===== src/rtl/fir_pkg.sv =====
// fir_pkg: shared definitions for the FILTRO multiply-accumulate path.
// Holds the sequencer state encoding, the default sample/coefficient width,
// the derived accumulator width and the supported tap-count and multiplier
// latency limits.
package fir_pkg;

  // Default sample/coefficient width and the matching accumulator width.
  localparam int CANT_BITS_DEF = 25;
  localparam int ACC_W         = 2 * CANT_BITS_DEF - 1;

  // Supported configuration range.
  localparam int N_TAPS_MIN  = 2;
  localparam int N_TAPS_MAX  = 256;
  localparam int MUL_LAT_MAX = 4;

  // Sequencer state encoding.
  localparam logic [2:0] ST_IDLE  = 3'd0;
  localparam logic [2:0] ST_SHIFT = 3'd1;
  localparam logic [2:0] ST_MAC   = 3'd2;
  localparam logic [2:0] ST_DRAIN = 3'd3;
  localparam logic [2:0] ST_DONE  = 3'd4;

  typedef enum logic [2:0] {
    IDLE  = ST_IDLE,
    SHIFT = ST_SHIFT,
    MAC   = ST_MAC,
    DRAIN = ST_DRAIN,
    DONE  = ST_DONE
  } state_t;

  // Width of a tap index; never narrower than one bit.
  function automatic int tap_w(input int n);
    return (n > 1) ? $clog2(n) : 1;
  endfunction

endpackage


===== src/rtl/valid_delay.sv =====
// valid_delay: resettable delay line for a single-bit qualifier.
// The output is always a register: DEPTH=0 gives one stage, each extra unit
// of DEPTH adds one more. The caller feeds the next-cycle value of the flag,
// so the output trails the registered flag by exactly DEPTH cycles.
// Ports:
//   clk  - clock, rising edge
//   rst  - asynchronous active-low reset, empties the pipe
//   din  - next-cycle value of the flag to delay
//   dout - delayed flag (registered)
module valid_delay
  import fir_pkg::*;
#(
  parameter int DEPTH = 1
) (
  input  logic clk,
  input  logic rst,
  input  logic din,
  output logic dout
);

  logic [DEPTH:0] pipe_r;

  if (DEPTH == 0) begin : g_single
    // Single output register.
    always_ff @(posedge clk or negedge rst) begin
      if (!rst) begin
        pipe_r <= 1'b0;
      end else begin
        pipe_r <= din;
      end
    end
  end else begin : g_chain
    // Shift chain: new value enters at bit 0, leaves at bit DEPTH.
    always_ff @(posedge clk or negedge rst) begin
      if (!rst) begin
        pipe_r <= '0;
      end else begin
        pipe_r <= {pipe_r[DEPTH-1:0], din};
      end
    end
  end

  assign dout = pipe_r[DEPTH];

endmodule


===== src/rtl/fir_mac_sequencer.sv =====
// fir_mac_sequencer: control for the FIR filter's single MAC datapath.
// On each accepted sample strobe it shifts the sample delay line, walks all
// taps issuing coefficient/history addresses, clears and enables the
// accumulator (allowing for multiplier latency) and pulses out_valid when
// the sum is final. Strobes arriving while busy are dropped and flagged.
// Ports:
//   clk        - clock, rising edge
//   rst        - asynchronous active-low reset
//   sample_stb - one-cycle pulse: new input sample present
//   ovr_clr    - synchronous clear of overrun
//   shift_en   - delay line loads new sample and shifts
//   tap_addr   - coefficient/history index (0 outside MAC)
//   acc_clr    - synchronous accumulator clear
//   acc_en     - accumulator adds current product
//   out_valid  - one-cycle pulse: accumulator holds finished sum
//   busy       - high in every state except IDLE
//   overrun    - sticky: a strobe was dropped while busy
// All outputs are registered.
module fir_mac_sequencer
  import fir_pkg::*;
#(
  parameter int cant_bits = CANT_BITS_DEF,
  parameter int N_TAPS    = 8,
  parameter int MUL_LAT   = 1
) (
  input  logic                      clk,
  input  logic                      rst,
  input  logic                      sample_stb,
  input  logic                      ovr_clr,
  output logic                      shift_en,
  output logic [$clog2(N_TAPS)-1:0] tap_addr,
  output logic                      acc_clr,
  output logic                      acc_en,
  output logic                      out_valid,
  output logic                      busy,
  output logic                      overrun
);

  localparam int               TAP_W      = tap_w(N_TAPS);
  localparam logic [TAP_W-1:0] TAP_LAST   = TAP_W'(N_TAPS - 1);
  localparam logic [2:0]       DRAIN_LAST = (MUL_LAT > 0) ? 3'(MUL_LAT - 1) : 3'd0;

  // Out-of-range configurations leave a marker scope in the hierarchy.
  if ((cant_bits < 2) || (N_TAPS < N_TAPS_MIN) || (N_TAPS > N_TAPS_MAX) ||
      (MUL_LAT < 0) || (MUL_LAT > MUL_LAT_MAX)) begin : g_bad_params
  end

  state_t           state_r;
  logic [TAP_W-1:0] tap_addr_r;
  logic [2:0]       drain_cnt_r;
  logic             shift_en_r;
  logic             acc_clr_r;
  logic             out_valid_r;
  logic             busy_r;
  logic             overrun_r;
  logic             issue_nxt_s;
  logic             acc_en_s;

  // Next-cycle value of the issue flag: high for every cycle spent in MAC.
  always_comb begin
    issue_nxt_s = 1'b0;
    if (state_r == SHIFT) begin
      issue_nxt_s = 1'b1;
    end else if ((state_r == MAC) && (tap_addr_r != TAP_LAST)) begin
      issue_nxt_s = 1'b1;
    end else begin
      issue_nxt_s = 1'b0;
    end
  end

  // Sequencer FSM, tap/drain counters, registered outputs and overrun flag.
  always_ff @(posedge clk or negedge rst) begin
    if (!rst) begin
      state_r     <= IDLE;
      tap_addr_r  <= '0;
      drain_cnt_r <= 3'd0;
      shift_en_r  <= 1'b0;
      acc_clr_r   <= 1'b0;
      out_valid_r <= 1'b0;
      busy_r      <= 1'b0;
      overrun_r   <= 1'b0;
    end else begin
      shift_en_r  <= 1'b0;
      acc_clr_r   <= 1'b0;
      out_valid_r <= 1'b0;

      // A dropped strobe wins over a simultaneous clear.
      if (sample_stb && (state_r != IDLE)) begin
        overrun_r <= 1'b1;
      end else if (ovr_clr) begin
        overrun_r <= 1'b0;
      end else begin
        overrun_r <= overrun_r;
      end

      case (state_r)
        IDLE: begin
          if (sample_stb) begin
            state_r    <= SHIFT;
            shift_en_r <= 1'b1;
            acc_clr_r  <= 1'b1;
            busy_r     <= 1'b1;
          end else begin
            state_r    <= IDLE;
            busy_r     <= 1'b0;
          end
        end
        SHIFT: begin
          state_r    <= MAC;
          tap_addr_r <= '0;
          busy_r     <= 1'b1;
        end
        MAC: begin
          if (tap_addr_r == TAP_LAST) begin
            tap_addr_r  <= '0;
            drain_cnt_r <= 3'd0;
            if (MUL_LAT == 0) begin
              state_r     <= DONE;
              out_valid_r <= 1'b1;
            end else begin
              state_r     <= DRAIN;
            end
          end else begin
            tap_addr_r <= tap_addr_r + TAP_W'(1);
          end
        end
        DRAIN: begin
          if (drain_cnt_r == DRAIN_LAST) begin
            state_r     <= DONE;
            out_valid_r <= 1'b1;
            drain_cnt_r <= 3'd0;
          end else begin
            drain_cnt_r <= drain_cnt_r + 3'd1;
          end
        end
        DONE: begin
          state_r <= IDLE;
          busy_r  <= 1'b0;
        end
        default: begin
          state_r     <= IDLE;
          tap_addr_r  <= '0;
          drain_cnt_r <= 3'd0;
          busy_r      <= 1'b0;
        end
      endcase
    end
  end

  // Issue flag delayed to line up with products reaching the accumulator.
  valid_delay #(
    .DEPTH (MUL_LAT)
  ) u_acc_en_dly (
    .clk  (clk),
    .rst  (rst),
    .din  (issue_nxt_s),
    .dout (acc_en_s)
  );

  assign shift_en  = shift_en_r;
  assign tap_addr  = tap_addr_r;
  assign acc_clr   = acc_clr_r;
  assign acc_en    = acc_en_s;
  assign out_valid = out_valid_r;
  assign busy      = busy_r;
  assign overrun   = overrun_r;

endmodule


===== config.mk =====
export PLATFORM = sky130hd
export DESIGN_NAME = fir_mac_sequencer
export DESIGN_NICKNAME = d
export VERILOG_FILES = /design/src/rtl/fir_pkg.sv /design/src/rtl/valid_delay.sv /design/src/rtl/fir_mac_sequencer.sv
export SDC_FILE = /design/constraint.sdc
export NUM_CORES = 1
export LEC_CHECK = 0
export CORE_MARGIN = 3
export CORE_UTILIZATION = 45
export DETAILED_ROUTE_END_ITERATION = 8
export PLACE_DENSITY = 0.69
export SLEW_MARGIN = 0
export SYNTH_ARGS = -nofsm -noshare
export SYNTH_HDL_FRONTEND = slang
export SYNTH_SLANG_ARGS = --single-unit

===== constraint.sdc =====
create_clock -name clk -period 1.5 [get_ports clk]
set_clock_uncertainty 0.05 [all_clocks]
set_input_delay 0.15 -clock clk [delete_from_list [all_inputs] [get_ports clk]]
set_output_delay 0.15 -clock clk [all_outputs]
set_load 0.01 [all_outputs]

==> results of run 1 <==
-- sequential cells by signal, indices dropped and copies added, names as in the netlist --
name and count:
out_valid 1, drain_cnt_r 3, overrun 1, u_acc_en_dly.pipe_r 2, acc_clr 1, state_r 3, busy 1, tap_addr 3
-- worst max-delay path by stage --
stage	endpoint	slack [ns]	cells after the start
2_1_floorplan	tap_addr[1]	0.05	5
3_3_place_gp	tap_addr[1]	0.09	5
3_5_place_dp	tap_addr[1]	0.04	5
4_1_cts	tap_addr[1]	0.02	5
5_1_grt	tap_addr[1]	-0.10	5
6_report	tap_addr[1]	0.04	5
-- metrics by stage --
| stage | area, sq um | utilization | instances | power (uW) | TNS [ns] |
|---|---|---|---|---|---|
| 5_1_grt | 910 | 0.597 | 105 | 1780 | -0.345 |
| 4_1_cts | 910 | 0.597 | 105 | 1660 | 0 |
| 3_3_place_gp | 885 | 0.580 | 101 | 1420 | 0 |
| 6_report | 910 | 0.597 | 105 | 1650 | 0 |
| 2_1_floorplan | 744 | - | 72 | 1130 | 0 |
| 3_5_place_dp | 885 | 0.580 | 101 | 1430 | 0 |
-- power groups by stage --
| stage | logic, uW | registers (uW) | clock network [uW] |
|---|---|---|---|
| CTS | 792 | 636 | 237 |
| global placement | 789 | 635 | 0 |
| finish | 782 | 634 | 232 |
| detailed placement | 792 | 643 | 0 |
| floorplan | 454 | 679 | 0 |
| global route | 872 | 649 | 255 |
-- layer usage --
metal  global-route usage  wire (um)
met1                0.203        673
met2                0.228        600
met3               0.0234         59
met4               0.0829         25
met5                    0          0
-- worst register-to-register path: cells and delay by family, from the launching register on --
kind | cells | cell delay [ns]
AO/OA/AOI/OAI | 1 | 0.14
adder cells (fa/ha/maj) | 2 | 0.42
flip-flops | 1 | 0.41
AND/OR/NAND/NOR | 2 | 0.39
-- synthesized netlist by cell type --
library cell / instances / share of area
sky130_fd_sc_hd__o21ai_1: 1 / 0.0067
sky130_fd_sc_hd__nor4_1: 2 / 0.017
sky130_fd_sc_hd__buf_6: 2 / 0.030
sky130_fd_sc_hd__a32oi_1: 1 / 0.012
sky130_fd_sc_hd__nand3b_1: 1 / 0.010
sky130_fd_sc_hd__inv_2: 1 / 0.0050
sky130_fd_sc_hd__nor3_1: 3 / 0.020
sky130_fd_sc_hd__nand3_1: 3 / 0.020
sky130_fd_sc_hd__nor3b_1: 2 / 0.020
sky130_fd_sc_hd__inv_1: 4 / 0.020
sky130_fd_sc_hd__or2b_2: 1 / 0.012
sky130_fd_sc_hd__a21oi_1: 2 / 0.013
sky130_fd_sc_hd__dfrtp_1: 15 / 0.50
sky130_fd_sc_hd__nor2_1: 4 / 0.020
sky130_fd_sc_hd__mux2i_1: 2 / 0.027
sky130_fd_sc_hd__nor2b_1: 2 / 0.017
sky130_fd_sc_hd__ha_1: 4 / 0.067
sky130_fd_sc_hd__nor4b_1: 1 / 0.012
sky130_fd_sc_hd__o21ai_0: 6 / 0.040
sky130_fd_sc_hd__xnor2_1: 1 / 0.012
sky130_fd_sc_hd__o31ai_1: 2 / 0.020
sky130_fd_sc_hd__and3b_1: 1 / 0.012
sky130_fd_sc_hd__a22oi_2: 1 / 0.017
sky130_fd_sc_hd__buf_4: 3 / 0.030
sky130_fd_sc_hd__nand2_1: 7 / 0.035
-- layout make-up --
| type | instances | area, sq um | share of cell area |
|---|---|---|---|
| sequential | 15 | 375 | 0.413 |
| multi-input combinational | 47 | 305 | 0.336 |
| timing repair buffer | 18 | 164 | 0.180 |
| clock buffer | 4 | 26.3 | 0.0289 |
| tap | 16 | 20.0 | 0.0220 |
| inverter | 5 | 18.8 | 0.0206 |
-- repair_timing --
| item | 4_1_cts | 5_1_grt |
|---|---|---|
| hold endpoints to repair | 0 | 0 |
| gates resized for setup | 1 | 0 |
| setup endpoints to repair | 1 | 5 |
| gates cloned | 0 | 0 |
| hold buffers | 0 | 0 |
-- kinds of logic after synthesis --
logic type / Yosys count / synth area share
compound gates: 13 / 0.109
mux: 2 / 0.0269
flops: 15 / 0.504
fa+ha+maj: 4 / 0.0672
simple gates: 27 / 0.195
xor+xnor: 1 / 0.0118
buf+inv: 10 / 0.0857
-- layout by cell type (no fill, tap or decap), drive strengths merged, types with 2 or more instances in the layout --
| cell type | netlist | routed |
|---|---|---|
| a21oi | 2 | 2 |
| buf | 5 | 6 |
| clkbuf | 0 | 4 |
| clkdlybuf4s50 | 0 | 11 |
| dfrtp | 15 | 15 |
| ha | 4 | 4 |
| inv | 5 | 5 |
| mux2i | 2 | 2 |
| nand2 | 7 | 7 |
| nand3 | 3 | 3 |
| nor2 | 4 | 4 |
| nor2b | 2 | 2 |
| nor3 | 3 | 3 |
| nor3b | 2 | 2 |
| nor4 | 2 | 2 |
| o21ai | 7 | 7 |
| o31ai | 2 | 2 |
==> results by stage, run 1 <==
Outcome:
- The flow ran to the end, and the final reports show no timing, DRC or antenna violations.

Clock network:
- Counting along the longest clock path gives a buffer depth of 2.
- The number of setup buffers added after CTS is 0.
- Clock tree synthesis found a total of 15 sinks.
- After clock tree synthesis, the clock-pin slew on the worst setup and hold paths is 0.09 ns.
- The number of levels in the clock H-tree is 1.
- The clock latency reported for the late side of the worst-skew pair is 0.28 ns.
- Buffers inserted during clock tree synthesis total 3.
- The CTS tree is done.
- The master cell of the clock root buffer is sky130_fd_sc_hd__clkbuf_4.

Cells and area:
- The number of fillers in the final layout is 136.
- The relative area change from synthesis to final layout is 22.2%.
- The number of inserted diodes is 0.
- In the final layout, the share of cells above drive strength 1 is 0.135.
- In the final design database the tool counted 98 nets.

Worst setup path:
- The worst register-to-register path has a depth of 5.
- At the worst endpoint, the required time is 1.68 ns.
- Among all stages on the critical path, the largest delay is contributed by sky130_fd_sc_hd__dfrtp_1.
- The delay of the slowest cell on the worst path is 0.41 ns.
- Of all nets on the critical path, the largest fanout is 4.
- The number of buffers and inverters on the critical path is 0.
- The critical register-to-register path endpoint is tap_addr[1].
- The category of the worst setup path capture point is a flip-flop.
- In this run the worst setup path begins at tap_addr[1].
- The worst setup path is launched from a flip-flop.
- The category of cells accounting for the largest share of critical-path delay is adder cells.
- The critical path class is reg -> reg.
- The cell occurring most often along the worst timing path is sky130_fd_sc_hd__ha_1.
- The signal on the critical path passes through ha_1 > ha_1 > nor3b_1 > a32oi_1 > nand2_1.
- The launch instance of the worst register-to-register path is tap_addr[1].
- For the worst setup path, the data arrival time is 1.64 ns.
- For flop-to-flop paths, the worst setup slack is 0.04 ns.

Pwr:
- Power spread over the standard cell area amounts to 1810 nW/um^2.
- The net switching fraction of the power is 0.361.
- The power share of the sequential group is 0.385.
- The peak ir drop on the vdd network is 1.17 mV.
- The internal power consumption is 1050 uW.
- The switching power is 594 uW.
- The combinational fraction of design power is 0.475.
- The part of the total power dissipated in the clock network is 0.141.
- The leakage power total is 0.000438 uW.

Job:
- The count of maximum capacitance violations is 0.

Routing:
- The average wire length per cell after detail routing is 13.0 um.
- The count of TritonRoute iterations in the first routing pass is 4.
- The routed layout has 574 vias.
- The DRC violations left is 0.
- Dividing the detail-routed via count by the number of cells gives 5.47.
- The final antenna-violating net count is 0.
- The iteration-0 DRC count of the detailed router is 11.
- The final wirelength is 1360 um.

Timing:
- The number of pins with negative max-slew slack in the final report is 0.
- The headroom to the max-slew limit is 0.804.
- Setup repair after global routing could not meet its margin everywhere.
- For the pin with the worst max-slew slack, the measured transition is 0.289 ns.
- Setup violations remaining at the end of the flow were counted as 0.
- Dividing the final minimum period by the clock period gives 0.976.
- The final hold violation count is 0.
- In the post-route analysis, the smallest setup slack over all paths is 0.0362 ns.
- Subtracting the final worst setup slack from the clock period gives 1.46 ns.
- Hold timing on the final database bottoms out at a slack of 0.121 ns.
- Derived from the worst setup path, the maximum achievable clock frequency is 0.683 GHz.

GRT:
- The leftover overflow at the end of global routing is 0.
- The number of antenna violations at the first check in global routing came to 0.
- The global-route wire length before repair is 2290 um.
- Across every metal layer, demand over resource in global routing totals 0.151.
- The largest net degree at the start of global routing is 16.
- The via count of the first global-routing pass came to 516.

Synth:
- The share of the Yosys chip area taken by registers is 0.504.
- The number of distinct library cells after synthesis is 25.
- Counting flops and latches in the post-synthesis netlist gives 15.
- The post-synthesis average cell area is 10.3 sq um.
- For this run, the number of Yosys warnings is 0.
- Synthesis produced a netlist with a net count of 80.
- In this run the cell area of the synthesized design comes to 744 sq um.
- The instance count of the mapped netlist is 72.

Place:
- At the end of routability-driven placement, the weighted congestion stood at 0.752.
- Summed over all nets, the half-perimeter wirelength after detailed placement is 993 um.
- The worst slack at placement is 0.0417 ns.
- In this run the tool buffered the top-level ports with 12 buffer cells.

Die:
- The placement row count is 14.
- The die area is 2180 sq um.
- For this design the top-level I/O count stands at 13.
- The starting density of the core is 0.489.
- The region available for standard cell placement spans 1520 sq um.
- The vertical extent of the die is 46.7 um.
- From left edge to right edge, the die measures 46.7 um.

Min path:
- The tightest min-delay check is of the in -> async type.
No activity file was read; power rests on OpenSTA's default activity.
==> inputs of run 2 (changes only) <==
- CORE_UTILIZATION: 45 -> 53
- DONT_BUFFER_PORTS: not set -> 1
- PLACE_DENSITY: 0.69 -> 0.68
==> run 2 against run 1 <==
  * Power down 9.1%
  * Via count down 8.5%
  * Wire length up 0.88%
  * Hold slack got worse by 0.065 ns
  * Clock-buffer cell count is 1 lower
  * Register-to-register slack gained 0.07 ns
  * First-iteration DRC count down 73%
  * Flip-flop and latch count unchanged
  * Combinational power is 27% lower
  * Worst setup slack better by 0.067 ns
==> results by stage, run 2 (synthesis gave the netlist of run 1 again) <==
GRT:
- The number of antenna violations at the first check in global routing came to 0 (unchanged).
- The global-route wire length before repair is 2390 um (+4.2%).
- The largest net degree at the start of global routing was 16 (unchanged).
- The via count of the first global-routing pass is 557 (+7.9%).
- The combined global-route utilization of all metal layers is 0.166 (+0.0157).
- The leftover overflow at the end of global routing is 0 (unchanged).

Worst setup path:
- The slowest stage of the critical path is the sky130_fd_sc_hd__dfrtp_1 cell.
- The delay of the slowest cell on the worst path is 0.39 ns (-0.02 ns).
- The signal on the critical path passes through ha_1 > ha_1 > nor3b_2 > a32oi_1 > nand2_1.
- The category of the worst setup path capture point is a flip-flop.
- The cell occurring most often along the worst timing path is sky130_fd_sc_hd__ha_1.
- The required time of the critical path is 1.67 ns (about the same).
- The arrival time at the worst endpoint is 1.57 ns (-0.07 ns).
- The type of element launching the critical path is a flip-flop.
- The category of cells accounting for the largest share of critical-path delay is adder cells.
- The critical path class is reg -> reg.
- The maximum fanout encountered on the critical timing path is 4 (unchanged).
- The number of buffer and inverter stages on the critical path was 0 (unchanged).

Die:
- The total core area is 1220 sq um (-20%).
- The top-level port count is 13 (unchanged).
- The placement row count came to 12 (-2).
- The vertical extent of the die is 43.5 um (-6.8%).
- The overall die width was 43.5 um (-6.8%).
- The starting density of the core was 0.612 (+0.124).
- The die area came to 1890 sq um (-13%).

Pwr:
- The switching power is 597 uW (+0.37%).
- The peak ir drop on the vdd network is 1.05 mV (-10%).
- The total power divided by cell area was 1820 nW/um^2 (+0.60%).
- The internal power consumption was 901 uW (-14%).
- The combinational fraction of design power is 0.382 (-0.093).
- The part of the total power dissipated in the clock network is 0.155 (+0.014).
- The leakage power total is 0.000406 uW (-7.4%).
- The net switching fraction of the power was 0.398 (+0.0375).
- The power share of the sequential group came to 0.463 (+0.078).

Routing:
- The final wirelength is 1370 um (+0.88%).
- The sum of met3 wire segment lengths after detailed routing is 51 um (-14%).
- The average wire length per cell after detail routing was 14.8 um (+14%).
- The uppermost layer routed is met4.
- The DRC violations left is 0 (unchanged).
- The via density per instance is 5.65 (+3.3%).
- The iteration-0 DRC count of the detailed router is 3 (-8).
- The final antenna-violating net count came to 0 (unchanged).
- The count of TritonRoute iterations in the first routing pass is 3 (-1).
- The total via count after detailed routing is 525 (-8.5%).
- The routed length on met2 is 661 um (+10%).
- The routed metal-1 wirelength is 650 um (-3.4%).

Timing:
- The number of pins with negative max-slew slack in the final report is 0 (unchanged).
- The final hold violation count is 0 (unchanged).
- Setup repair after global routing left no endpoint under its margin.
- The fraction of the cycle the final worst path needs came to 0.931 (-0.0445).
- The worst slack on hold paths is 0.0561 ns (-0.0653 ns).
- The slew at the pin closest to its max-slew limit is 0.659 ns (+0.370 ns).
- The peak clock frequency supported by timing is 0.716 GHz (+4.8%).
- The time the worst path needs with I/O delays and setup is 1.40 ns (-0.0668 ns).
- The headroom to the max-slew limit is 0.559 (-0.245).
- The number of failing setup endpoints in the final timing report is 0 (unchanged).
- The setup TNS was 0 ns (unchanged).

Cells and area:
- The relative area change from synthesis to final layout is 10.4%.
- In the layout the commonest cells are sky130_fd_sc_hd__dfrtp_1, sky130_fd_sc_hd__nand2_1, sky130_fd_sc_hd__o21ai_0.
- The number of fillers in the final layout is 85 (-38%).
- The area of all placed cells without fillers is 822 sq um (-9.6%).
- The post-layout net count is 88 (-10%).
- The core utilization of the finished layout is 0.676 (+0.0790).
- The fraction of final layout cells with drive strength greater than 1 came to 0.177 (+0.0424).
- The footprint of the multi-input gates is 315 sq um (+3.3%).
- The number of inserted diodes is 0 (unchanged).
- The number of standard cells in the final layout excluding fillers came to 93 (-11%).
- The sequential cell area is 375 sq um (unchanged).
- The most common library cell in the layout ignoring fill and taps is sky130_fd_sc_hd__dfrtp_1.

Place:
- The count of placed standard cells including taps is 86 (-15%).
- The placement-stage cell area is 754 sq um (-15%).
- The number of buffer cells added on primary ports is 0 (-12).
- The final estimated routing congestion in global placement is 0.754 (+0.19%).
- The placed wire-length estimate after detailed placement is 1000 um (+1.1%).

Clock network:
- The maximum count of clock buffers along a single path was 2 (unchanged).
- The number of sinks on the clock net is 15 (unchanged).
- The number of buffers created by CTS is 3 (unchanged).
- The number of setup buffers added after CTS is 0 (unchanged).
- TritonCTS built the clock tree.
- The clock latency reported for the late side of the worst-skew pair was 0.28 ns (about the same).
- The number of levels in the clock H-tree is 1 (unchanged).
- The master cell of the clock root buffer is sky130_fd_sc_hd__clkbuf_4.
- The clock slew seen by the registers of the worst setup and hold paths is 0.09 ns (about the same).

Outcome:
- The flow ran to the end, and the final reports show no timing, DRC or antenna violations.

Min path:
- The worst min-delay path class is in -> reg.

Job:
- The count of maximum capacitance violations was 0 (unchanged).
==> run 2: changes by cell type in the layout (fill, tap and decap cells not counted) <==
cell and change:
sky130_fd_sc_hd__clkdlybuf4s50_1 -11, sky130_fd_sc_hd__clkinv_2 +1, sky130_fd_sc_hd__nor3_1 -1, sky130_fd_sc_hd__dlygate4sd2_1 -1, sky130_fd_sc_hd__buf_4 -1, sky130_fd_sc_hd__nor3_2 +1
sky130_fd_sc_hd__clkbuf_1 -1, sky130_fd_sc_hd__nor3b_1 -1, sky130_fd_sc_hd__dlygate4sd3_1 +3, sky130_fd_sc_hd__nor3b_2 +1
==> run 2: path summary, 6_finish.rpt <==
| check | start | end | slack (ns) | depth (start not counted) |
|---|---|---|---|---|
| max reg2reg | tap_addr[0] | tap_addr[1] | 0.10 | 5 |
| min in group asynchronous | rst | state_r[2] | 0.28 | 1 |
| max in group asynchronous | rst | acc_clr | 0.70 | 1 |
| max | tap_addr[0] | tap_addr[1] | 0.10 | 5 |
| min reg2reg | u_acc_en_dly.pipe_r[0] | u_acc_en_dly.pipe_r[1] | 0.31 | 0 |
| min | sample_stb | state_r[0] | 0.06 | 2 |
==> run 2: layer usage <==
layer / GRT usage / vias to the layer above
met5: 0 / -
met4: 0.0361 / 0
met3: 0.0498 / 2
met2: 0.292 / 10
met1: 0.200 / 250
li1: - / 263
==> run 2: power by group through the flow <==
stage	Clock (uW)	Sequential, uW	Combinational (uW)
after floorplan	0	679	454
final	232	693	573
after CTS	235	691	565
after detailed placement	0	697	550
after global routing	258	713	636
after global placement	0	692	535
==> run 2: timing repair <==
action	4_1_cts	5_1_grt
hold endpoints to repair	17	0
setup endpoints to repair	0	4
hold buffers	3	0
resized for setup	0	2
==> run 2: per-stage QoR <==
step	total power, uW	worst slack [ns]
after global placement	1230	0.0920
after global routing	1610	0.00563
after CTS	1490	0.00999
final	1500	0.103
after floorplan	1130	0.0538
after detailed placement	1250	0.0336
==> run 2: layout make-up <==
class / count / area share
Clock buffer: 3 / 0.0274
Clock inverter: 1 / 0.00609
Inverter: 5 / 0.0228
Multi-Input combinational cell: 47 / 0.384
Sequential cell: 15 / 0.457
Tap cell: 14 / 0.0213
Timing Repair Buffer: 8 / 0.0822
